--- config.mk ---
export PLATFORM = sky130hd
export DESIGN_NAME = seq_word_serializer
export DESIGN_NICKNAME = d
export VERILOG_FILES = /design/src/rtl/seq_pkg.sv /design/src/rtl/sync_fifo.sv /design/src/rtl/seq_word_serializer.sv
export SDC_FILE = /design/constraint.sdc
export NUM_CORES = 1
export LEC_CHECK = 0
export CORE_MARGIN = 3
export CORE_UTILIZATION = 51
export DETAILED_ROUTE_END_ITERATION = 10
export PLACE_DENSITY = 0.83
export SLEW_MARGIN = 25
export SYNTH_ARGS = -nofsm -noshare
export SYNTH_HDL_FRONTEND = slang
export SYNTH_HIERARCHICAL = 1
export SYNTH_SLANG_ARGS = --single-unit
--- constraint.sdc ---
create_clock -name clk -period 2.4 [get_ports clk]
set_input_delay 0.6 -clock clk [delete_from_list [all_inputs] [get_ports clk]]
set_output_delay 0.6 -clock clk [all_outputs]
set_load 0.02 [all_outputs]
--- src/rtl/seq_pkg.sv ---
// seq_pkg: shared state encoding and default word/FIFO sizes for the serializer and detector benches
package seq_pkg;
    typedef enum logic {IDLE, SHIFT} state_e;
    localparam int SEQ_WIDTH = 8;
    localparam int SEQ_DEPTH = 4;
endpackage

--- src/rtl/sync_fifo.sv ---
// sync_fifo: power-of-two circular word buffer with occupancy count and synchronous clear
module sync_fifo
    import seq_pkg::*;
#(
    parameter int WIDTH = SEQ_WIDTH,
    parameter int DEPTH = SEQ_DEPTH
) (
    input  logic                       clk,
    input  logic                       rst,
    input  logic                       push,
    input  logic                       pop,
    input  logic                       clear,
    input  logic [WIDTH-1:0]           wdata,
    output logic [WIDTH-1:0]           rdata,
    output logic                       full,
    output logic                       empty,
    output logic [$clog2(DEPTH):0]     count
);
    localparam int AW = $clog2(DEPTH);
    localparam int CW = AW + 1;
    logic [WIDTH-1:0] mem_q [DEPTH];
    logic [AW-1:0]    wptr_q, rptr_q;
    logic [CW-1:0]    count_q;
    logic             do_push, do_pop;
    assign full    = count_q == CW'(DEPTH);
    assign empty   = count_q == '0;
    assign count   = count_q;
    assign rdata   = mem_q[rptr_q];
    assign do_push = push & ~full & ~clear;
    assign do_pop  = pop & ~empty & ~clear;
    // pointers and occupancy; clear wins over any push or pop in the same edge
    always_ff @(posedge clk or posedge rst) begin
        if (rst) begin
            wptr_q  <= '0;
            rptr_q  <= '0;
            count_q <= '0;
        end else if (clear) begin
            wptr_q  <= '0;
            rptr_q  <= '0;
            count_q <= '0;
        end else begin
            if (do_push) wptr_q <= wptr_q + AW'(1);
            if (do_pop) rptr_q <= rptr_q + AW'(1);
            count_q <= count_q + CW'(do_push) - CW'(do_pop);
        end
    end
    // storage needs no reset: entries are only read after being written
    always_ff @(posedge clk) begin
        if (do_push) mem_q[wptr_q] <= wdata;
    end
endmodule

--- src/rtl/seq_word_serializer.sv ---
// seq_word_serializer: buffered parallel-to-serial stage with bit-valid and word-start strobes
module seq_word_serializer
    import seq_pkg::*;
#(
    parameter int WIDTH     = SEQ_WIDTH,
    parameter int DEPTH     = SEQ_DEPTH,
    parameter bit MSB_FIRST = 1'b1
) (
    input  logic             clk,
    input  logic             rst,
    input  logic [WIDTH-1:0] din,
    input  logic             din_valid,
    output logic             din_ready,
    input  logic             flush,
    output logic             x_out,
    output logic             x_valid,
    output logic             frame_start,
    output logic             busy
);
    localparam int CNTW = $clog2(WIDTH);
    state_e               state_q, state_d;
    logic [WIDTH-1:0]     shreg_q, shreg_d;
    logic [CNTW-1:0]      cnt_q, cnt_d;
    logic                 frame_q, frame_d;
    logic                 pop, full, empty;
    logic [WIDTH-1:0]     rdata;
    logic [$clog2(DEPTH):0] fifo_count;

    sync_fifo #(.WIDTH(WIDTH), .DEPTH(DEPTH)) u_fifo (
        .clk   (clk),
        .rst   (rst),
        .push  (din_valid & din_ready),
        .pop   (pop),
        .clear (flush),
        .wdata (din),
        .rdata (rdata),
        .full  (full),
        .empty (empty),
        .count (fifo_count)
    );

    assign din_ready   = ~full;
    assign busy        = (fifo_count != '0) | (state_q == SHIFT);
    assign x_valid     = state_q == SHIFT;
    assign x_out       = MSB_FIRST ? shreg_q[WIDTH-1] : shreg_q[0];
    assign frame_start = frame_q;

    // load a new word when idle or on the last bit (gapless reload), otherwise shift; flush aborts everything
    always_comb begin
        state_d = state_q;
        shreg_d = shreg_q;
        cnt_d   = cnt_q;
        frame_d = 1'b0;
        pop     = 1'b0;
        if (flush) begin
            state_d = IDLE;
            shreg_d = '0;
            cnt_d   = '0;
        end else if (state_q == IDLE || cnt_q == '0) begin
            if (!empty) begin
                pop     = 1'b1;
                state_d = SHIFT;
                shreg_d = rdata;
                cnt_d   = CNTW'(WIDTH - 1);
                frame_d = 1'b1;
            end else begin
                state_d = IDLE;
                shreg_d = '0;
                cnt_d   = '0;
            end
        end else begin
            shreg_d = MSB_FIRST ? shreg_q << 1 : shreg_q >> 1;
            cnt_d   = cnt_q - CNTW'(1);
        end
    end

    // serializer state, shift register and bit counter
    always_ff @(posedge clk or posedge rst) begin
        if (rst) begin
            state_q <= IDLE;
            shreg_q <= '0;
            cnt_q   <= '0;
            frame_q <= 1'b0;
        end else begin
            state_q <= state_d;
            shreg_q <= shreg_d;
            cnt_q   <= cnt_d;
            frame_q <= frame_d;
        end
    end
endmodule

# Yosys cells after proc, flatten, opt, wreduce, memory -nomap -nowiden
# Memories as Yosys holds them, arrays and structs flattened.
# Index checks and enable logic that the tools add are counted.
[word_totals] elab_cells=49 output_inout_bits=5 inputBits=12 mem_bits_ro=0 ff_bits=20 mem_count=1 latchBits=0 ram_bits=32
[mem_list] name="u_fifo.mem_q" depth=4 word_bits=8 rd=1 rd_ports_with_merged_regs=0 write_ports=1 line="sync_fifo.sv:21" text="logic [WIDTH-1:0] mem_q [DEPTH];"
[op_classes] reduce_logical=7 magnitude_cmp=0 mux=18 div_mod_pow=0 bitwise_logic=10 n_mul=0 add_sub_neg=5 n_shift=0 eq_ne=1
[ops] cell="8-bit 2-to-1 mux" n=3
[ops] cell="3-bit 2-to-1 mux" n=4
[ops] cell="2-bit 2-to-1 mux" n=4
[ops] cell="1-bit 2-to-1 mux" n=7
[ops] cell="3-bit logical NOT" n=2
[ops] cell="2-bit nonzero test" n=3
[ops] cell="1-bit AND" n=5
[ops] cell="2-bit by 1-bit adder with 2-bit output, second input constant" n=2
[ops] cell="1-bit inverter" n=4
[ops] cell="3-bit by 1-bit adder with 3-bit output" n=1
[ops] cell="3-bit == test, second input constant" n=1
[ops] cell="3-bit nonzero test" n=1
[ops] cell="3-bit by 1-bit subtractor with 3-bit output" n=1
[ops] cell="3-bit by 1-bit subtractor with 3-bit output, second input constant" n=1
[ops] cell="1-bit logical OR" n=1
[ops] cell="1-bit bitwise OR" n=1

# Logic depth before layout (Yosys ltp)
[logic_depth] ltp_word=8 mapped_depth=15 ltp_nobuf=14

# By module
# Netlist, hierarchy kept.
[modules_own_cells] mod="sync_fifo" instances=1 seq_area_each_um2=1136.1 cells_per_inst=90 area_each_um2=1630.3
[modules_own_cells] mod="seq_word_serializer" instances=1 seq_area_each_um2=325.3 cells_per_inst=57 area_each_um2=624.3

# Least setup slack after synthesis
# No wires, ideal clock.
[synth_path] path_kind="register to register" from="register cnt_q[0]" to="register u_fifo.count_q[2] (netlist: u_fifo/count[2])" path_slack_ns=-0.110 path_buffers=1 setup_ns=0.132 synth_period_minus_slack_ns=2.510 t_required_ns=2.268 stages_incl_launch_ff=16 arrival_ns=2.378 cell_sequence="dfrtp_1 > inv_1 > ha_1 > nor2b_4 > nor2b_4 > buf_12 > nor3_1 > o31ai_1 > nor2_1 > ha_1 > inv_1 > ha_1 > inv_1 > fa_1 > xnor2_1 > nor2_1"
[synth_between] elab_chain_len=8
[synth_lines] item="start: declaration" line="seq_word_serializer.sv:23" text="logic [CNTW-1:0] cnt_q, cnt_d;"
[synth_lines] item="start signal: assignment" line="seq_word_serializer.sv:87" text="cnt_q <= cnt_d;"
[synth_lines] item="3-bit logical NOT" line="seq_word_serializer.sv:59" text="end else if (state_q == IDLE || cnt_q == '0) begin"
[synth_lines] item="1-bit logical OR" line="seq_word_serializer.sv:59"
[synth_lines] item="1-bit 2-to-1 mux (2 in series)"
[synth_lines] item="via frame_d" line="seq_word_serializer.sv:24" text="logic frame_q, frame_d;"
[synth_lines] item="1-bit AND (2 in series)" line="sync_fifo.sv:30" text="assign do_pop = pop & ~empty & ~clear;"
[synth_lines] item="3-bit by 1-bit subtractor with 3-bit output" line="sync_fifo.sv:44" text="count_q <= count_q + CW'(do_push) - CW'(do_pop);"
[synth_lines] item="3-bit 2-to-1 mux" line="sync_fifo.sv:37" text="end else if (clear) begin"
[synth_lines] item="end signal: assignment" line="sync_fifo.sv:44"
[synth_lines] item="end: declaration" line="sync_fifo.sv:23" text="logic [CW-1:0] count_q;"
# The timed path passes the listed nets, and every way through them passes these cells.
# A chain may end at the register's enable or synchronous reset.

# Worst setup path in the final report
[layout_path] from="input din_valid" to="register u_fifo.count_q[1] (netlist: u_fifo/count[1])"
[layout_between] elab_chain_len=6
[layout_lines] item="start: declaration" line="seq_word_serializer.sv:12" text="input logic din_valid,"
[layout_lines] item="1-bit AND" line="seq_word_serializer.sv:32" text=".push (din_valid & din_ready),"
[layout_lines] item="1-bit AND (2 in series)" line="sync_fifo.sv:29" text="assign do_push = push & ~full & ~clear;"
[layout_lines] item="3-bit by 1-bit adder with 3-bit output" line="sync_fifo.sv:44"
[layout_lines] item="3-bit by 1-bit subtractor with 3-bit output" line="sync_fifo.sv:44"
[layout_lines] item="3-bit 2-to-1 mux" line="sync_fifo.sv:37"
# Every way passes these cells.

==> impl_results.md <==
* Status: completed
* Layout area overhead at 23.5%
* Kind of critical path: primary input to register
* GP Congestion at 0.786
* # H-tree levels at 2
* Yosys warns at 6
* Top FF cell, synth: edfxtp_1
* DIE WIDTH at 72.5 µm
* CP Max Fanout at 2
* Mapped Area at 2250 µm²
* Required @ worst endpoint at 2600 ps
* Overflow after GRT at 0
* Final core utilization at 67.2%
* Starting density of the core at 54.4%
* Slew Limit Fails at 0
* Fin area at 2790 µm²
* Setup ws final at 5.38 ps
* Worst-Margin Slew at 623 ps
* Vias at 1262
* Fin Hold WS at 525 ps
* Drc violations at 0
* Relative slew slack at 58.4%
* Hold/Removal Path Class: register to register
* Sink Count at 52
* Final net count at 207
* Flops & latches, synth at 52
* DRT antenna net count at 0
* Lkg Pwr at 1.10 nW
* N_diodes at 0
* Maxcap violations at 0
* Fraction of registers with async set/reset at 38.5%
* Drt pass-1 iters at 4
* Share of cells above drive strength 1 at 29.4%
* Initial antenna violation count at 0
* Worst Reg-to-Reg Cells at 13
* Setup-failing EPs final at 0
* Clock skew at 5.97 ps
* Longest Clk Path Bufs at 2
* Hpwl dp at 2850 µm
* Total Power at 2.84 mW
* RSZ-0062 raised after global routing: true
* Power per cell area at 1020 nW/µm²
* CP startpoint kind: primary input
* P_sw at 0.857 mW
* Final hold vios at 0
* I/O pin total at 17
* Vias in the first global route at 1375
* Die H at 72.5 µm
* Pre-CTS WS at -439 ps
* Final wirelength at 3980 µm
* Cell variety after synth at 34
* Number of buffers added on ports at 16
* Sequential Power Share at 43.8%
* Vias per inst at 5.32
* Synth Area per Inst at 15.3 µm²
* Clk root buf: clkbuf_8
* Worst skew pair latency at 300 ps
* TritonCTS Buffers at 5
* Largest net degree at the start of global routing at 16
* Global-route wire length before repair at 6700 µm
* Total GRT Usage at 17.4%
* Post-synthesis sequential area ratio at 64.8%
* Core Area at 4140 µm²
* Internal at 1.98 mW
* Count of flip-flops with a built-in enable after synthesis at 32
* Wire length per cell at 16.8 µm
* TritonCTS clock tree: yes
* Synthesized instance count at 147
* Hold path depth at 2
* Switching fraction of total power at 30.2%
* FMAX at 418 MHz
* Syn Nets at 168
* Comb power frac at 35.1%
* Fin crit period at 2390 ps
* DP Area at 2620 µm²
* CTS clock-pin slew for the worst setup and hold paths at 90 ps
* Total die area at 5250 µm²
* CP endpoint kind: register
* VDD IR-drop max at 527 µV
* Critical path arrival at 2590 ps
* Rows at 23
* Clock group share of total power at 21.1%
* Final worst-path cycle share at 99.8%
* Initial DRC Count at 34
## critical path: stages
cell	delay [ps]
clkdlybuf4s50_1	460
nor2b_2	150
inv_2	60
nor3_4	150
inv_1	80
ha_1	270
inv_1	60
ha_2	170
inv_2	40
fa_2	520
nor2_1	40
## metrics by stage
stage,instances,TNS [ps]
floorplan,147,0
global placement,226,-558
detailed placement,226,-790
CTS,234,0
global route,237,-242
finish,237,0
## power by group through the flow
stage	Clock (mW)	Sequential, mW	Combinational [mW]
after floorplan	0	1.23	0.596
after global placement	0	1.24	0.892
after detailed placement	0	1.25	0.933
after CTS	0.617	1.24	0.932
after global routing	0.658	1.26	1.08
final	0.599	1.24	0.997
## final cells by class
class / instances / area, µm²
flip-flops and latches: 52 / 1470
fillers: 302 / 1360
multi-input cells: 77 / 753
repair buffers: 36 / 335
clock buffers: 6 / 82.6
well taps: 50 / 62.6
inverters: 14 / 52.6
clock inverters: 2 / 33.8
## placed cells by master (no fill, tap or decap), types with 2 or more instances in the layout
| cell type | netlist | final |
|---|---|---|
| nor3_4 | 0 | 2 |
| ha_1 | 8 | 6 |
| dfrtp_2 | 0 | 3 |
| edfxtp_1 | 32 | 32 |
| nor2b_4 | 2 | 2 |
| mux4_2 | 8 | 8 |
| inv_1 | 13 | 10 |
| and2_1 | 4 | 4 |
| inv_2 | 0 | 4 |
| nand2b_1 | 3 | 3 |
| nor2_1 | 6 | 6 |
| dlygate4sd2_1 | 0 | 2 |
| buf_4 | 1 | 18 |
| mux2i_1 | 7 | 7 |
| xor2_1 | 3 | 3 |
| buf_12 | 1 | 2 |
| a21oi_1 | 4 | 4 |
| nand2_1 | 12 | 12 |
| clkdlybuf4s50_1 | 0 | 13 |
| dfrtp_1 | 20 | 17 |
| xnor2_1 | 2 | 2 |
| clkbuf_8 | 0 | 6 |
## sequential cells by signal (all words and copies together), names as in the netlist
signal	flops
cnt_q	3
frame_start	1
shreg_q	8
u_fifo/count	3
u_fifo/mem_q	32
u_fifo/rptr_q	2
u_fifo/wptr_q	2
x_valid	1
## cell usage after synthesis, drive strengths merged (2+ instances only)
| cell | count | area share [%] |
|---|---|---|
| nor2 | 7 | 1.3 |
| nor3 | 3 | 0.89 |
| nand2b | 3 | 0.83 |
| mux2i | 7 | 3.1 |
| dfrtp | 20 | 22 |
| inv | 13 | 2.2 |
| and2 | 4 | 1.1 |
| clkbuf | 2 | 0.33 |
| a21oi | 4 | 0.89 |
| ha | 8 | 4.4 |
| mux4 | 8 | 8.0 |
| nor2b | 4 | 1.8 |
| nand2 | 12 | 2.0 |
| edfxtp | 32 | 43 |
| xnor2 | 2 | 0.78 |
| buf | 2 | 1.2 |
| xor2 | 3 | 1.2 |
## kinds of logic after synthesis
kind of cell	after synthesis	share of synthesized area, %
multiplexers	15	11.1
adder cells (fa/ha/maj)	9	5.33
AND/OR/NAND/NOR	40	10.7
XOR/XNOR	5	1.94
flip-flops	52	64.8
AO/OA/AOI/OAI	8	2.22
buffers and inverters	18	3.88
## routing by layer
layer | vias to the layer above | track usage, % | share of wire (%)
met5 | - | 0 | 0
met4 | 0 | 7.38 | 1.7
li1 | 594 | - | -
met2 | 23 | 29.0 | 54
met3 | 10 | 6.37 | 4.3
met1 | 635 | 20.4 | 40
## path summary, 6_finish.rpt
| kind | startpoint | to | slack (ps) |
|---|---|---|---|
| setup / recovery | din_valid | u_fifo/count[1] | 5 |
| hold / removal | shreg_q[6] | shreg_q[7] | 530 |
| setup reg to reg | cnt_q[0] | u_fifo/count[1] | 30 |
| hold reg to reg | shreg_q[6] | shreg_q[7] | 530 |
| max in group asynchronous | rst | shreg_q[1] | 1430 |
| min in group asynchronous | rst | u_fifo/rptr_q[1] | 560 |
## repair_timing
action	CTS	global route
setup endpoints to repair	2	3
pin swaps	2	1
resized for setup	4	12
setup buffers	0	3
hold buffers	0	0
Power figures use the tool's default switching activity.
==> patch 1: new RTL, same settings <==
`shreg_q` no longer has a reset.
--- a/src/rtl/seq_word_serializer.sv
+++ b/src/rtl/seq_word_serializer.sv
@@ -78,15 +78,17 @@
     always_ff @(posedge clk or posedge rst) begin
         if (rst) begin
             state_q <= IDLE;
-            shreg_q <= '0;
             cnt_q   <= '0;
             frame_q <= 1'b0;
         end else begin
             state_q <= state_d;
-            shreg_q <= shreg_d;
             cnt_q   <= cnt_d;
             frame_q <= frame_d;
         end
     end
+
+    always_ff @(posedge clk) begin
+        shreg_q <= shreg_d;
+    end
 endmodule
 
Behaviour: differs if rst is asserted again (counterexample within 4 cycles, from zero or initial values and one cycle with rst high); with rst held inactive, the same outputs for 10 cycles.
==> patch 1 against the unedited design <==
The run now ends with negative setup slack left; critical path depth grew 3; sequential share of layout area shrank 4.3 points; global-route usage grew 1.4 points; final area grew 5.9%; die area shrank 0.92%; area after synthesis shrank 1.0%; wire length grew 17%; setup slack lost 0.16 ns; clock skew shrank 0.0015 ns; register-to-register slack lost 0.18 ns; sequential cell count is the same; maximum frequency shrank 6.2%; power grew 18%.
==> patch 1: results (changes against the unedited design) <==
[yosys]
synth_common_cells=32 x edfxtp_1, 14 x o21ai_0, 13 x inv_1  ; was 32 x edfxtp_1, 20 x dfrtp_1, 13 x inv_1
synth.distinct_cells=35  ; was 34
syn_nets=177  ; was 168
yosys-top-cells-area=edfxtp_1 43%, dfrtp_1 13%, mux4_2 8.1%  ; was edfxtp_1 43%, dfrtp_1 22%, mux4_2 8.0%
yosysWarnings=6  ; unchanged
synth_seq_area_share_pct=63.7  ; was 64.8%
synth_edf_count=32  ; unchanged
synthArstFlopShare_pct=23.1  ; was 38.5%

[critical_path]
cp.arrival_ns=2.75  ; was 2.59 ns
r2r-start=cnt_q[0]$_DFF_PP0_  ; unchanged
reg2reg_depth=14  ; was 13
cp_max_fo=2  ; unchanged
slowest_stage=fa_2  ; unchanged
regToRegEndpoint=u_fifo/count[2]$_DFF_PP0_  ; was u_fifo/count[1]$_DFF_PP0_
critPathMaxStageDelay_ns=0.41  ; was 0.52 ns
crit_family=adder cells  ; unchanged

[grt]
met1_usage_pct=22.1  ; was 20.4%
grt_usage_pct=18.9  ; was 17.4%
antenna_found_initial=0  ; unchanged
grt_pass1_vias=1431  ; was 1,375
grt_max_degree=17  ; was 16
grt_pass1_wl_mm=7.19  ; was 6.70 mm
grt.met3_usage_pct=4.43  ; was 6.37%
met2_usage_pct=33.2  ; was 29.0%

[timing]
worst_pin_slew_ns=0.588  ; was 0.623 ns
worst_slack_ns=-0.152  ; was 0.00538 ns
fin_tns_setup_ns=-0.249  ; was 0 ns
clock_skew_ns=0.00449  ; was 0.00597 ns
setup_violations=2  ; was 0

[status]
violations=negative setup slack
status=finished with violations  ; was complete, no violations

[placement]
io_buffers=16  ; unchanged
gp_congestion=0.766  ; was 0.786
hpwl_mm=2.96  ; was 2.85 mm
post_dp_cell_area_um2=2600  ; was 2620 um^2

[clock_network]
clock_latency_ns=0.30  ; about the same
clockBufferDepth=2  ; unchanged
cts_root_buf=clkbuf_8  ; unchanged
h-tree-depth=2  ; unchanged
numCtsBuffers=5  ; unchanged
path_clk_slew_ns=0.09  ; about the same

[hold_path]
worstHoldStart=shreg_q[1]$_SDFF_PP0_  ; was shreg_q[6]$_DFF_PP0_
hold_end=shreg_q[2]$_SDFF_PP0_  ; was shreg_q[7]$_DFF_PP0_
hold_depth=2  ; unchanged
hold_path.class=flip-flop to flip-flop  ; unchanged

[power_and_ir_drop]
p_leak_nw=1.13  ; was 1.10 nW
irDropWorstVdd_v=0.000501  ; was 0.000527 V

[route]
drc=0  ; unchanged
drtIter0Drc=89  ; was 34
drt_first_pass_iters=4  ; unchanged
drt_wl_total_mm=4.65  ; was 3.98 mm
via_per_inst=5.38  ; was 5.32

[final_layout]
finalNetCount=222  ; was 207
top_regs=u_fifo/mem_q: 32 flops, shreg_q: 8 flops  ; unchanged
diodes=0  ; unchanged
drive_gt1_share_pct=33.7  ; was 29.4%

patch 1: cell types whose count changed after synthesis, moves of 2 or more:
| cell | change |
|---|---|
| mux2i_1 | -6 |
| o21ai_0 | +13 |
| dfxtp_1 | +8 |
| nor2_1 | +2 |
| dfrtp_1 | -8 |
| nor3b_1 | +6 |
| nand2_1 | -5 |
| buf_2 | +2 |
patch 1: worst max-delay path by stage:
stage,slack (ns),start,end
global placement,-0.27,din_valid,u_fifo/count[2]$_DFF_PP0_
global route,-0.22,cnt_q[0]$_DFF_PP0_,u_fifo/count[2]$_DFF_PP0_
detailed placement,-0.43,din_valid,u_fifo/count[2]$_DFF_PP0_
floorplan,0.01,cnt_q[0]$_DFF_PP0_,u_fifo/count[2]$_DFF_PP0_
CTS,-0.09,cnt_q[0]$_DFF_PP0_,u_fifo/count[2]$_DFF_PP0_
finish,-0.15,cnt_q[0]$_DFF_PP0_,u_fifo/count[2]$_DFF_PP0_
patch 1: worst reg2reg max path, delay by kind of cell, from the launching register on:
family	cells	cell delay (ns)
compound gates	1	0.14
simple gates	5	0.66
fa+ha+maj	4	0.89
flops	1	0.40
buf+inv	3	0.18
xor+xnor	1	0.18
patch 1: where the power goes:
group,switching [W],total (W),internal (W)
sequential,0.000159,0.00127,0.00111
combinational,0.000594,0.00126,0.000671
clock,0.000285,0.000806,0.000521
patch 1: layout make-up:
cell class,instances,area [um^2]
clock inverter,3,90.1
multi-input combinational,84,831
clock buffer,5,68.8
fill,242,1160
tap,50,62.6
timing repair buffer,44,420
sequential,52,1430
inverter,14,52.6
patch 1: per-layer routing:
layer / part of all wire [%] / vias up
met5: 0 / -
met4: 2.2 / 0
li1: - / 646
met1: 40 / 677
met3: 2.4 / 11
met2: 56 / 23
patch 1: through the flow:
| step | setup WS [ns] | hold slack [ns] | util [%] | power (W) | instances |
|---|---|---|---|---|---|
| finish | -0.152 | 0.444 | 71.7 | 0.00334 | 252 |
| global route | -0.223 | 0.465 | 71.7 | 0.00350 | 252 |
| CTS | -0.0949 | 0.450 | 70.1 | 0.00324 | 252 |
| detailed placement | -0.429 | 0.436 | 63.3 | 0.00227 | 233 |
| global placement | -0.269 | 0.433 | 63.3 | 0.00219 | 233 |
| floorplan | 0.0111 | 0.379 | - | 0.00189 | 156 |
patch 1: cells by family (layout without fill, tap and decap cells):
family                   after synthesis  after routing  share of synthesized area [%]
XOR/XNOR                               5              5                           1.96
flip-flops                            52             52                           63.7
buffers and inverters                 20             66                           3.98
multiplexers                           9              9                           8.52
AND/OR/NAND/NOR                       39             39                           10.9
AO/OA/AOI/OAI                         22             22                           5.55
adder cells (fa/ha/maj)                9              9                           5.38
patch 1: repair_timing:
action / in CTS / in global routing
endpoints found under the setup margin: 3 / 4
resized for setup: 14 / 15
pin swaps: 8 / 11
setup buffers: 11 / 2
==> patch 2: new RTL, same settings <==
Made on the original files. Change the parameter `MSB_FIRST` from 1'b1 to 1'b0.
--- a/src/rtl/seq_word_serializer.sv
+++ b/src/rtl/seq_word_serializer.sv
@@ -4,7 +4,7 @@
 #(
     parameter int WIDTH     = SEQ_WIDTH,
     parameter int DEPTH     = SEQ_DEPTH,
-    parameter bit MSB_FIRST = 1'b1
+    parameter bit MSB_FIRST = 1'b0
 ) (
     input  logic             clk,
     input  logic             rst,
Function: changed (a bounded check fails within 4 cycles, from zero or initial values and one cycle with rst high).
==> patch 2 against the unedited design <==
The run now ends with negative setup slack left; sequential cell count stayed put; final area is 1.7% lower; wire length is 9.4% lower; setup slack worse by 0.014 ns; power is 1.5% lower; hold slack better by 0.0022 ns; area after synthesis is 0.50% lower.
==> patch 2: results (changes against the unedited design) <==
[status]
status=finished with violations  ; was complete, no violations
violations=negative setup slack

[placement]
post_dp_cell_area_um2=2570  ; was 2620 um^2
post-place-ws_ns=-0.321  ; was -0.439 ns
hpwl_mm=2.57  ; was 2.85 mm
gp_congestion=0.799  ; was 0.786
io_buffers=16  ; unchanged

[hold_path]
hold_end=shreg_q[5]$_DFF_PP0_  ; was shreg_q[7]$_DFF_PP0_
hold_depth=2  ; unchanged

[critical_path]
reg2reg_depth=13  ; unchanged
cp.arrival_ns=2.60  ; was 2.59 ns

[grt]
grt.met3_usage_pct=3.74  ; was 6.37%
grt_usage_pct=14.9  ; was 17.4%
grt_pass1_wl_mm=5.91  ; was 6.70 mm
met2_usage_pct=25.6  ; was 29.0%
grt_max_degree=17  ; was 16
met1_usage_pct=18.6  ; was 20.4%

[final_layout]
n_all_buffers=33  ; was 36
multi_input_comb_area_um2=777  ; was 753 um^2
final-nonclk-buf-share_pct=10.6  ; was 12.0%
finalNetCount=205  ; was 207
fill_cells=279  ; was 302
clkbuf_count=6  ; unchanged
nMultiInputCombCells=79  ; was 77
drive_gt1_share_pct=28.1  ; was 29.4%

[timing]
worst_slack_ns=-0.00848  ; was 0.00538 ns
relSlewSlack_pct=59.2  ; was 58.4%
setup_violations=1  ; was 0
clock_skew_ns=0.00709  ; was 0.00597 ns

[route]
drtIter0Drc=61  ; was 34
route.met2.wl_mm=1.88  ; was 2.14 mm
wl_met3_um=107  ; was 170 um
drt_wl_total_mm=3.61  ; was 3.98 mm
via_per_inst=5.47  ; was 5.32
wl_met1_mm=1.55  ; was 1.60 mm

[yosys]
synth_seq_area_share_pct=65.1  ; was 64.8%
synth_seq_cells=52  ; unchanged
syn_nets=170  ; was 168
yosys-top-cells-area=edfxtp_1 43%, dfrtp_1 22%, mux4_2 8.0%  ; unchanged
synth_common_cells=32 x edfxtp_1, 20 x dfrtp_1, 11 x inv_1  ; was 32 x edfxtp_1, 20 x dfrtp_1, 13 x inv_1

[power_and_ir_drop]
p_leak_nw=1.06  ; was 1.10 nW
irDropWorstVdd_v=0.000480  ; was 0.000527 V
pwr-share-clk_pct=18.2  ; was 21.1%

[die]
num_tap_cells=50  ; unchanged

patch 2: worst max-delay path by stage:
stage / start / end / slack (ns) / depth (start not counted)
finish: cnt_q[0]$_DFF_PP0_ / u_fifo/count[1]$_DFF_PP0_ / -0.008 / 13
floorplan: cnt_q[0]$_DFF_PP0_ / u_fifo/count[2]$_DFF_PP0_ / 0.01 / 15
detailed placement: din_valid / u_fifo/count[2]$_DFF_PP0_ / -0.32 / 12
global placement: din_valid / u_fifo/count[2]$_DFF_PP0_ / -0.26 / 12
CTS: cnt_q[0]$_DFF_PP0_ / u_fifo/count[2]$_DFF_PP0_ / -0.01 / 14
global route: cnt_q[0]$_DFF_PP0_ / u_fifo/count[1]$_DFF_PP0_ / -0.13 / 13
patch 2: through the flow:
| step | setup TNS [ns] | power, W | hold WS (ns) | util (%) | cells |
|---|---|---|---|---|---|
| after floorplan | 0 | 0.00185 | 0.403 | - | 149 |
| after global placement | -0.451 | 0.00213 | 0.430 | 62.4 | 225 |
| after detailed placement | -0.577 | 0.00219 | 0.446 | 62.4 | 225 |
| after CTS | -0.0123 | 0.00271 | 0.459 | 64.9 | 233 |
| after global routing | -0.244 | 0.00295 | 0.551 | 66.6 | 235 |
| final | -0.00848 | 0.00280 | 0.528 | 66.6 | 235 |
patch 2: cell families (layout without fill, tap and decap cells):
group                      after synthesis  after routing  synth area share (%)
adders and majority gates                9              9                  5.35
DFF                                     52             52                  65.1
buffers and inverters                   18             54                  3.23
xor gates and xnor gates                 5              5                  1.95
and+or+nand+nor                         34             34                  9.76
muxes                                    9              9                  8.48
AOI/OAI and AO/OA                       22             22                  6.08
patch 2: tightest hold or removal path: stages, from the launching register on:
cell      delay [ns]
dfrtp_1         0.37
nand2b_1        0.07
o21ai_0         0.06
